<file path="src/rtl/branch_ctrl_pkg.sv">
// Shared definitions for the branch controller: branch type codes and the
// 2-bit saturating counter encodings used by the prediction table.
package branch_ctrl_pkg;

   localparam logic [1:0] NONE_BR = 2'b00;
   localparam logic [1:0] BEQ     = 2'b01;
   localparam logic [1:0] BLT     = 2'b10;

   typedef enum logic [1:0] {
      SNT = 2'b00,
      WNT = 2'b01,
      WT  = 2'b10,
      ST  = 2'b11
   } ctr_e;

endpackage

</file>
<file path="src/rtl/bht_table.sv">
// Branch history table: 2^IDX_W two-bit saturating counters.
// One combinational read port and one saturating-update write port.
// A read that hits the entry being written returns the pre-update value.
module bht_table
   import branch_ctrl_pkg::*;
#(
   parameter int IDX_W = 6
) (
   input  logic             clk,
   input  logic             rst,
   input  logic [IDX_W-1:0] rd_idx,
   output logic [1:0]       rd_ctr,
   input  logic             wr_en,
   input  logic [IDX_W-1:0] wr_idx,
   input  logic             wr_taken
);

   ctr_e ctr_q [2**IDX_W];

   // Move one step toward taken or not-taken, holding at either end.
   function automatic ctr_e sat_step(input ctr_e c, input logic taken);
      ctr_e n;
      n = c;
      case (c)
         SNT:     n = taken ? WNT : SNT;
         WNT:     n = taken ? WT  : SNT;
         WT:      n = taken ? ST  : WNT;
         ST:      n = taken ? ST  : WT;
         default: n = WNT;
      endcase
      return n;
   endfunction

   // Counter array: all entries start weakly not-taken, trained on resolution.
   always_ff @(posedge clk or posedge rst) begin
      if (rst) begin
         for (int i = 0; i < 2**IDX_W; i++) ctr_q[i] <= WNT;
      end else if (wr_en) begin
         ctr_q[wr_idx] <= sat_step(ctr_q[wr_idx], wr_taken);
      end
   end

   assign rd_ctr = ctr_q[rd_idx];

endmodule

</file>
<file path="src/rtl/branch_ctrl.sv">
// Branch prediction and control-flow recovery controller.
// gshare prediction in ID, mispredict detection/recovery and training in EX.
// Optional macro BRANCH_STAT_EN adds resolved-branch and mispredict counters;
// without it br_total/br_miss are tied to 0.
module branch_ctrl
   import branch_ctrl_pkg::*;
#(
   parameter int BHT_IDX_W = 6,
   parameter int PC_W      = 32
) (
   input  logic                 clk,
   input  logic                 rst,
   input  logic                 stall,
   input  logic [PC_W-1:0]      id_pc,
   input  logic [1:0]           id_br_type,
   input  logic [PC_W-1:0]      id_target,
   output logic                 id_pred_taken,
   output logic [BHT_IDX_W-1:0] id_bht_idx,
   input  logic [1:0]           ex_br_type,
   input  logic                 ex_br,
   input  logic                 ex_pred_taken,
   input  logic [BHT_IDX_W-1:0] ex_bht_idx,
   input  logic [PC_W-1:0]      ex_target,
   input  logic [PC_W-1:0]      ex_pc,
   output logic                 pc_redirect,
   output logic [PC_W-1:0]      redirect_pc,
   output logic                 flush_ifid,
   output logic                 flush_idex,
   output logic [31:0]          br_total,
   output logic [31:0]          br_miss
);

   logic [BHT_IDX_W-1:0] ghr_q;
   logic [BHT_IDX_W-1:0] idx;
   logic [1:0]           rd_ctr;
   logic                 pred;
   logic                 ex_res;
   logic                 mis;

   assign idx    = id_pc[BHT_IDX_W+1:2] ^ ghr_q;
   assign pred   = (id_br_type != NONE_BR) & rd_ctr[1];
   // A stalled EX slot is held, so it resolves only once, on release.
   assign ex_res = (ex_br_type != NONE_BR) & ~stall;
   assign mis    = ex_res & (ex_br != ex_pred_taken);

   bht_table #(
      .IDX_W (BHT_IDX_W)
   ) u_bht (
      .clk      (clk),
      .rst      (rst),
      .rd_idx   (idx),
      .rd_ctr   (rd_ctr),
      .wr_en    (ex_res),
      .wr_idx   (ex_bht_idx),
      .wr_taken (ex_br)
   );

   // Global history shifts in resolved outcomes only (non-speculative).
   always_ff @(posedge clk or posedge rst) begin
      if (rst) begin
         ghr_q <= '0;
      end else if (ex_res) begin
         ghr_q <= {ghr_q[BHT_IDX_W-2:0], ex_br};
      end
   end

   // Prediction outputs and redirect selection; EX recovery beats ID redirect.
   always_comb begin
      id_bht_idx    = '0;
      id_pred_taken = 1'b0;
      pc_redirect   = 1'b0;
      flush_ifid    = 1'b0;
      flush_idex    = 1'b0;
      redirect_pc   = '0;
      if (!rst) begin
         id_bht_idx    = idx;
         id_pred_taken = pred;
         if (mis) begin
            pc_redirect = 1'b1;
            flush_ifid  = 1'b1;
            flush_idex  = 1'b1;
            redirect_pc = ex_br ? ex_target : ex_pc + PC_W'(4);
         end else if (pred && !stall) begin
            pc_redirect = 1'b1;
            flush_ifid  = 1'b1;
            redirect_pc = id_target;
         end
      end
   end

`ifdef BRANCH_STAT_EN
   logic [31:0] total_q;
   logic [31:0] miss_q;

   // Wrapping counts of resolved branches and mispredicts.
   always_ff @(posedge clk or posedge rst) begin
      if (rst) begin
         total_q <= '0;
         miss_q  <= '0;
      end else begin
         if (ex_res) total_q <= total_q + 32'd1;
         if (mis)    miss_q  <= miss_q + 32'd1;
      end
   end

   assign br_total = total_q;
   assign br_miss  = miss_q;
`else
   assign br_total = '0;
   assign br_miss  = '0;
`endif

endmodule

</file>
<file path="config.mk">
export PLATFORM = sky130hd
export DESIGN_NAME = branch_ctrl
export DESIGN_NICKNAME = d
export VERILOG_FILES = /design/src/rtl/branch_ctrl_pkg.sv /design/src/rtl/bht_table.sv /design/src/rtl/branch_ctrl.sv
export SDC_FILE = /design/constraint.sdc
export NUM_CORES = 1
export LEC_CHECK = 0
export CAP_MARGIN = 20
export CORE_MARGIN = 8
export CORE_UTILIZATION = 35
export DETAILED_ROUTE_END_ITERATION = 12
export GPL_ROUTABILITY_DRIVEN = 0
export PLACE_DENSITY = 0.62
export SLEW_MARGIN = 20
export SYNTH_ARGS = -nofsm -noshare
export SYNTH_HDL_FRONTEND = slang
export SYNTH_SLANG_ARGS = --single-unit
</file>
<file path="constraint.sdc">
create_clock -name clk -period 17.3 [get_ports clk]
set_clock_uncertainty 0.05 [all_clocks]
set_input_delay 2.595 -clock clk [delete_from_list [all_inputs] [get_ports clk]]
set_output_delay 2.595 -clock clk [all_outputs]
set_load 0.1 [all_outputs]
</file>
Yosys cells after proc, flatten, opt, wreduce, memory -nomap -nowiden
Cells that the tools add are included.
{ "word_totals": {"out_inout_bits": 106, "latchBits": 0, "elab_cells": 112, "mem_bits_ro": 0, "ramBits": 0, "n_memories": 0, "ff_bits": 134} }
{ "op_classes": {"n_div": 0, "muxes": 26, "n_eq_ne": 4, "n_mul": 0, "addsub": 1, "bitwise": 7, "reduce_logical": 6, "shifts": 0, "order_cmp": 3} }
{ "ops": {"columns": ["cell", "n"], "rows": [
  ["bitwise mux 128 bit", 1],
  ["two-way mux 32 bit", 4],
  ["adder 32 x 3 -> 32 bit, second input constant", 1],
  ["binary-select mux 2 bit (select 6 bit)", 2],
  ["two-way mux 2 bit", 8],
  ["greater-or-equal comparator 7 bit, second input constant", 2],
  ["NOT 6 -> 7 bit", 2],
  ["demux 2 bit (select 6 bit)", 1],
  ["two-way mux 1 bit", 8],
  ["one-hot mux 2 bit (4 select lines)", 1],
  ["< comparator 7 x 1 -> 1 bit, second input constant", 1],
  ["two-way mux 6 bit", 1],
  ["XOR 6 bit", 1],
  ["== test 2 bit, second input constant", 2],
  ["nonzero test 2 bit", 2],
  ["AND 1 bit", 3],
  ["== test 2 x 1 -> 1 bit, second input constant", 1],
  ["logical AND 1 bit", 2],
  ["zero test 2 bit", 1],
  ["zero test 1 bit", 1],
  ["!= test 1 bit", 1],
  ["NOT 1 bit", 1]
]} }

Depth between registers and ports, before layout
Gate-level depths: netlist (run 1).
{ "depth": {"word_depth": 10, "depth_mapped": 11} }

Modules after synthesis
A second synthesis (run 1) with hierarchy kept.
{ "unflattened": {"hier_cells": 1021, "area_unflattened_um2": 9365.2} }
{ "by_module_without_submodules": {"columns": ["module", "area_each_um2", "seq_area_each_um2", "instances", "cells_per_inst"], "rows": [
  ["bht_table", 7131.8, 3283.1, 1, 681],
  ["branch_ctrl", 2233.4, 150.1, 1, 340]
]} }

Least setup slack after synthesis (run 1)
Ideal clock, no wire load.
{ "synth_path": {"kind": "input port to output port", "from": "input port rst", "to": "output port redirect_pc[24]", "slack_ps": 5684, "required_ps": 14655, "arrival_time_ps": 8971, "n_path_buf": 1, "cell_stages": 6, "path_cell_list": "clkbuf_1 inv_1 nand3_1 inv_1 a31oi_2 a21oi_1"} }
{ "synth_via": {"elab_chain_len": 1} }
{ "synth_rtl": {"columns": ["item", "line", "rtl"], "rows": [
  ["from (decl)", "branch_ctrl.sv:12", "input logic rst,"],
  ["two-way mux 32 bit", "branch_ctrl.sv:75", "if (!rst) begin"],
  ["to (decl)", "branch_ctrl.sv:26", "output logic [PC_W-1:0] redirect_pc,"]
]} }
Every way passes these cells.

Worst setup path after layout (run 1)
{ "layout_path": {"from": "input port id_pc[2]", "to": "output port redirect_pc[20]"} }
{ "layout_via": {"elab_chain_len": 10} }
{ "layout_rtl": {"columns": ["item", "line", "rtl"], "rows": [
  ["from (decl)", "branch_ctrl.sv:14", "input logic [PC_W-1:0] id_pc,"],
  ["XOR 6 bit", "branch_ctrl.sv:40", "assign idx = id_pc[BHT_IDX_W+1:2] ^ ghr_q;"],
  ["NOT 6 -> 7 bit (implied by the code)", "bht_table.sv:43", "assign rd_ctr = ctr_q[rd_idx];"],
  ["binary-select mux 2 bit (select 6 bit)", "bht_table.sv:43", null],
  ["two-way mux 2 bit (implied by the code) (2 in series)", "bht_table.sv:43", null],
  ["AND 1 bit", "branch_ctrl.sv:41", "assign pred = (id_br_type != NONE_BR) & rd_ctr[1];"],
  ["logical AND 1 bit", "branch_ctrl.sv:83", "end else if (pred && !stall) begin"],
  ["two-way mux 32 bit", "branch_ctrl.sv:83", null],
  ["two-way mux 32 bit", "branch_ctrl.sv:78", "if (mis) begin"],
  ["two-way mux 32 bit", "branch_ctrl.sv:75", null]
]} }
Every way passes these cells. The select of a mux whose other input is x is not followed.

==> results of run 1 <==
==> Yosys cell counts (all sizes together) (18+ instances only) <==
master,instances,share of area
xnor2,27,0.026
nand3,25,0.014
nor3,18,0.0099
nand2,109,0.045
dfrtp,70,0.19
mux4,21,0.052
buf,89,0.069
mux2,140,0.17
a221oi,18,0.018
a21oi,19,0.010
dfstp,64,0.18
nor2,93,0.038
clkbuf,24,0.0099
mux2i,44,0.048
o21ai,29,0.016
==> tightest hold or removal path, stage by stage (launching register included) <==
cell and delay, ns:
dfrtp_1 0.36, nand2_1 0.06, nand2_1 0.06
==> registers in the layout, summed over array words and instances, names as in the netlist <==
register     flops
ghr_q            6
u_bht.ctr_q    128
==> final timing paths <==
check / slack, ns / start / depth (start not counted) / to
setup / recovery: 7.37 / id_pc[2] / 11 / redirect_pc[20]
hold / removal: 0.46 / ghr_q[5]$_DFFE_PP0P_ / 2 / ghr_q[5]$_DFFE_PP0P_
setup reg to reg: 14.38 / u_bht.ctr_q[75]$_DFFE_PP0P_ / 7 / u_bht.ctr_q[31]$_DFFE_PP0P_
hold reg to reg: 0.46 / ghr_q[5]$_DFFE_PP0P_ / 2 / ghr_q[5]$_DFFE_PP0P_
max in group asynchronous: 12.90 / rst / 3 / u_bht.ctr_q[111]$_DFFE_PP0P_
min in group asynchronous: 2.93 / rst / 2 / ghr_q[1]$_DFFE_PP0P_
==> layout by cell type, fill, tap and decap left out, types with 4 or more instances in the layout <==
master / instances
and2_1: 4
and3_1: 8
o21ai_0: 28
a32oi_1: 4
inv_1: 13
nor2_1: 93
mux2i_1: 44
mux2_2: 138
nor2b_1: 6
dfrtp_1: 70
buf_4: 10
clkbuf_16: 17
nand3_1: 25
conb_1: 64
xor2_1: 12
mux4_2: 20
dfstp_2: 64
xnor2_1: 27
nor3_1: 18
a21oi_1: 19
clkinv_2: 4
and4_1: 5
clkinvlp_4: 5
clkdlybuf4s50_1: 156
a22oi_1: 10
a211oi_1: 5
o22ai_1: 16
nand2_1: 108
nand4_1: 10
a221oi_1: 17
==> kinds of logic after synthesis <==
logic type / after synthesis
fa+ha+maj: 3
compound gates: 112
mux: 205
other cells: 1
xor+xnor: 40
flops: 134
simple gates: 290
buf+inv: 129
==> final cells by class <==
type / instances / area, um^2
Fill cell: 2486 / 14500
Multi-Input combinational cell: 714 / 5180
Sequential cell: 134 / 3430
Timing Repair Buffer: 168 / 1650
Clock buffer: 20 / 457
Tap cell: 335 / 419
Clock inverter: 12 / 105
Inverter: 16 / 62.6
==> per-stage QoR <==
stage	hold slack, ns	std cells	cell area (um^2)	util	worst slack (ns)
2_1_floorplan	0.417	977	9370	-	5.68
3_3_place_gp	0.447	1367	10700	0.416	7.53
3_5_place_dp	0.451	1367	10700	0.416	7.51
4_1_cts	0.466	1399	11300	0.437	7.48
5_1_grt	0.493	1399	11300	0.438	7.39
6_report	0.459	1399	11300	0.438	7.37
==> layer usage <==
metal  global-route usage  up-vias  routed length, um
met2                0.313      309              14900
li1                     -     3415                  -
met3               0.0509       37               2650
met1                0.236     3757              12600
met4               0.0650        0                667
met5                    0        -                  0
==> power groups by stage <==
stage | sequential (uW) | clock, uW | combinational [uW]
2_1_floorplan | 375 | 0 | 257
3_3_place_gp | 381 | 0 | 327
3_5_place_dp | 383 | 0 | 329
4_1_cts | 378 | 351 | 330
5_1_grt | 383 | 362 | 348
6_report | 379 | 345 | 331
==> metrics, run 1 <==
Hold Crit Class=reg2reg; Clock power frac=0.327; EDFF count, synth=0; post-CTS setup buffer count=0; Clk pin slew, worst setup/hold paths=~0.06 ns; CTS tree=built; vias in the first global route=7388; Critical Path Max Stage Delay=1.01 ns; largest net degree at the start of global routing=71; Final setup violation count=0; Critical Path End Type=output port; Synth Area in XOR/XNOR=0.0392; post-synthesis compound-gate area fraction=0.0826; Int Power=664 uW; Remaining DRCs=0; Leakage=0.00473 uW; Routed WL per cell=22.0 um; syn avg cell area=10.0 um^2; total gr overflow=0; vias per cell=5.37; Hold Vio Cnt, Final=0; drt pass-1 iters=5; hpwl dp=22.7 mm; max_cap viols=0; main combinational cell family by area after synthesis=multiplexers; Port Buffers=158; ANT cells=0; synth warn=0; maximum VDD drop=0.0670 mV; Post-Synth Adder-Cell Area=0.00383; initial antenna violation count=0; slew margin rel.=0.294; Primary FF master, synth=dfrtp_1; post_cts resized=0; slowest CP cell=clkdlybuf4s50_1; Final #Nets=~1200; fraction of layout cells with a size suffix above 1=0.259; I/O pin cnt=249; cells after synthesis=914; Sink Count=approximately 130; Synth Area in Simple Gates=0.140; outcome=completed; core area=between 0.02 and 0.03 mm^2; H-tree Lvls=4; first-pass GRT wire length=between 40 and 50 mm; total power=1050 uW; Crit Path Class=in2out; synthesized flop and latch total=134; Critical Path RT=14.66 ns; period utilization=0.574; CTS Buffer Depth=2; Worst Path Arrival=around 7.3 ns; crit path buf inv count=4; Period minus WS final=9.93 ns; Starting Density=0.354; Final TNS setup=0 ns; Iter 0 DRT Violations=663; worst-path cell chain=clkdlybuf4s50_1 -> xor2_4 -> buf_4 -> mux2i_1 -> o32ai_1 -> a2111oi_0 -> a311oi_2 -> a31oi_2 -> buf_4 -> nor2_1 -> clkdlybuf4s50_1; DIE WIDTH=178 um; delay-heaviest family, CP=buffers and inverters; unique cell type count in the Yosys netlist=55; total CTS buffers=17; synthesized area=a little over 0.009 mm^2; Cell Pwr Density=93.3 mW/mm^2; multiplexer share of the synthesized area=0.273; f_max=101 MHz; sequential power share=0.359; CP Max Fanout=25; Die H=roughly 180 um; CP Launch Type=input port; Synth async-reset ratio=1.00; RSZ-0062 raised after global routing=false; Area growth syn-to-layout=23.7%; register area share after synthesis=0.376; NetSw=391 uW; WL final=between 30 and 40 mm; Net Sw Frac=0.370; Die ar.=~0.032 mm^2; Root Buffer=clkbuf_16; worst slew pin tran=just over 1 ns; via count=7518; clk_lat worst skew=0.43 ns; Slew Viols, Final=0; Antenna Nets Post-Route=0; Tot GR Track Use=0.190; CTS Hold Bufs=0; Comb power frac=0.314; num rows=approximately 60
Power figures use the tool's default switching activity.
==> inputs of run 2 (changes only) <==
- clock period: 17.3 -> 10.1 ns (I/O delays scaled with it)
==> run 2 against run 1 <==
Utilization grew 0.063 points. Combinational power rose by 71%. Sequential cell count did not move. Cell count barely moved. Wire length down 0.62%. Register-to-register slack got worse by 7.2 ns. Hold slack better by 0.019 ns. Critical path type unchanged.
==> metrics, run 2 (same netlist as run 1, synthesis figures left out) <==
fraction of layout cells with a size suffix above 1=0.258 (-0.000940); clk_lat worst skew=0.43 ns (about the same); Crit Path Class=in2out; f_max=135 MHz; via count=7485 (-0.44%); Largest register FFs=128 (unchanged); worst slew pin tran=1.04 ns (+0.00215 ns); Clk pin slew, worst setup/hold paths=0.06 ns (about the same); DRT met1 WL=12.1 mm (-3.7%); Remaining DRCs=0 (unchanged); worst-path cell chain=clkdlybuf4s50_1 -> xor2_4 -> buf_4 -> mux4_2 -> a32o_1 -> a21oi_1 -> a311oi_2 -> a31oi_2 -> buf_4 -> inv_1 -> clkdlybuf4s50_1; cell total after placement=1368 (+0.073%); Die ar.=0.0315 mm^2 (unchanged); total CTS buffers=17 (unchanged); maximum VDD drop=0.115 mV (+71%); most common cell after layout, fill and taps aside=clkdlybuf4s50_1; Cell Pwr Density=161 mW/mm^2 (+72%); delay-heaviest family, CP=buffers and inverters; Final #Nets=1196 (+0.084%); CTS Hold Bufs=0 (unchanged); commonest cells after routing, fill and taps aside=clkdlybuf4s50_1 (156), mux2_2 (138), nand2_1 (108); Period minus WS final=7.42 ns; Critical Path Max Stage Delay=1.00 ns (about the same); Root Buffer=clkbuf_16; Area growth syn-to-layout=23.9%; Die H=178 um (unchanged); core area=0.0258 mm^2 (unchanged); CTS Buffer Depth=2 (unchanged); Leakage=0.00475 uW (+0.32%); RSZ-0062 raised after global routing=false; Slew Viols, Final=0 (unchanged); H-tree Lvls=4 (unchanged); slew margin rel.=0.307 (+0.0138); total power=1820 uW (+73%); Worst Path Arrival=5.85 ns (-1.44 ns); Starting Density=0.354 (unchanged); hpwl dp=22.8 mm (+0.26%); num rows=59 (unchanged); Hold Vio Cnt, Final=0 (unchanged); biggest regs=u_bht.ctr_q: 128 flops, ghr_q: 6 flops; Top reg by flops=u_bht.ctr_q; CP Max Fanout=25 (unchanged); non-filler cells, final=1400 (+0.071%); I/O pin cnt=249 (unchanged); post_cts resized=0 (unchanged); CTS tree=built; post-CTS setup buffer count=0 (unchanged); CP Launch Type=input port; initial antenna violation count=1 (+1); first-pass GRT wire length=45.4 mm (+0.75%); Hold Crit Class=reg2reg; Sink Count=134 (unchanged); Final TNS setup=0 ns (unchanged); Iter 0 DRT Violations=699 (+5.4%); total gr overflow=0 (unchanged); WL final=30.6 mm (-0.62%); slowest CP cell=clkdlybuf4s50_1; wire length on met2=14.8 mm (-0.67%); Tot GR Track Use=0.188 (-0.00122); vias in the first global route=7479 (+1.2%); Routed WL per cell=21.8 um (-0.69%); Critical Path End Type=output port; DR top layer=met4; drt pass-1 iters=5 (unchanged); outcome=completed; largest net degree at the start of global routing=70 (-1.4%); Port Buffers=158 (unchanged); crit path buf inv count=5 (+1); Critical Path RT=8.54 ns (-6.12 ns); vias per cell=5.35 (-0.51%); Final setup violation count=0 (unchanged); period utilization=0.735; DIE WIDTH=178 um (unchanged); metal3 WL=3.05 mm (+15%); max_cap viols=0 (unchanged); Antenna Nets Post-Route=0 (unchanged)
## run 2: cell count changes in the layout (fill, tap and decap cells not counted), sizes merged
cell      delta
clkinv       -1
diode        +1
buf          +1
bufinv       +1
clkbuf       +1
clkinvlp     -2
## run 2: layout make-up
cell class                      instances  area (um^2)
Tap cell                              335          419
Timing Repair Buffer                  169         1650
Fill cell                            2470        14500
Multi-Input combinational cell        714         5180
Inverter                               16         62.6
Clock inverter                         10          108
Antenna cell                            1         2.50
Sequential cell                       134         3430
Clock buffer                           21          460
## run 2: routing by layer
| layer | GRT usage | vias up |
|---|---|---|
| met5 | 0 | - |
| met4 | 0.0608 | 0 |
| met3 | 0.0468 | 38 |
| met2 | 0.320 | 355 |
| met1 | 0.231 | 3673 |
| li1 | - | 3419 |
## run 2: final timing paths
kind | startpoint | to | slack (ns) | cells after the start
worst max-delay path | id_pc[2] | pc_redirect | 2.68 | 11
worst min-delay path | u_bht.ctr_q[71]$_DFFE_PP0P_ | u_bht.ctr_q[71]$_DFFE_PP0P_ | 0.48 | 1
worst max register to register | u_bht.ctr_q[98]$_DFFE_PP1P_ | u_bht.ctr_q[31]$_DFFE_PP0P_ | 7.17 | 7
worst min register to register | u_bht.ctr_q[71]$_DFFE_PP0P_ | u_bht.ctr_q[71]$_DFFE_PP0P_ | 0.48 | 1
max in group asynchronous | rst | u_bht.ctr_q[107]$_DFFE_PP0P_ | 6.74 | 3
min in group asynchronous | rst | ghr_q[3]$_DFFE_PP0P_ | 1.87 | 2
## run 2: power breakdown
part           internal (uW)  switching [uW]  total, uW
Combinational            175             393        567
Sequential               613            34.4        648
Clock                    372             232        604
## run 2: metrics by stage
step	util	area, um^2	hold WS [ns]	setup WS, ns
floorplan	-	9370	0.417	0.644
global placement	0.416	10700	0.457	2.69
detailed placement	0.416	10700	0.458	2.68
CTS	0.438	11300	0.472	2.67
global route	0.438	11300	0.492	2.55
finish	0.438	11300	0.478	2.68
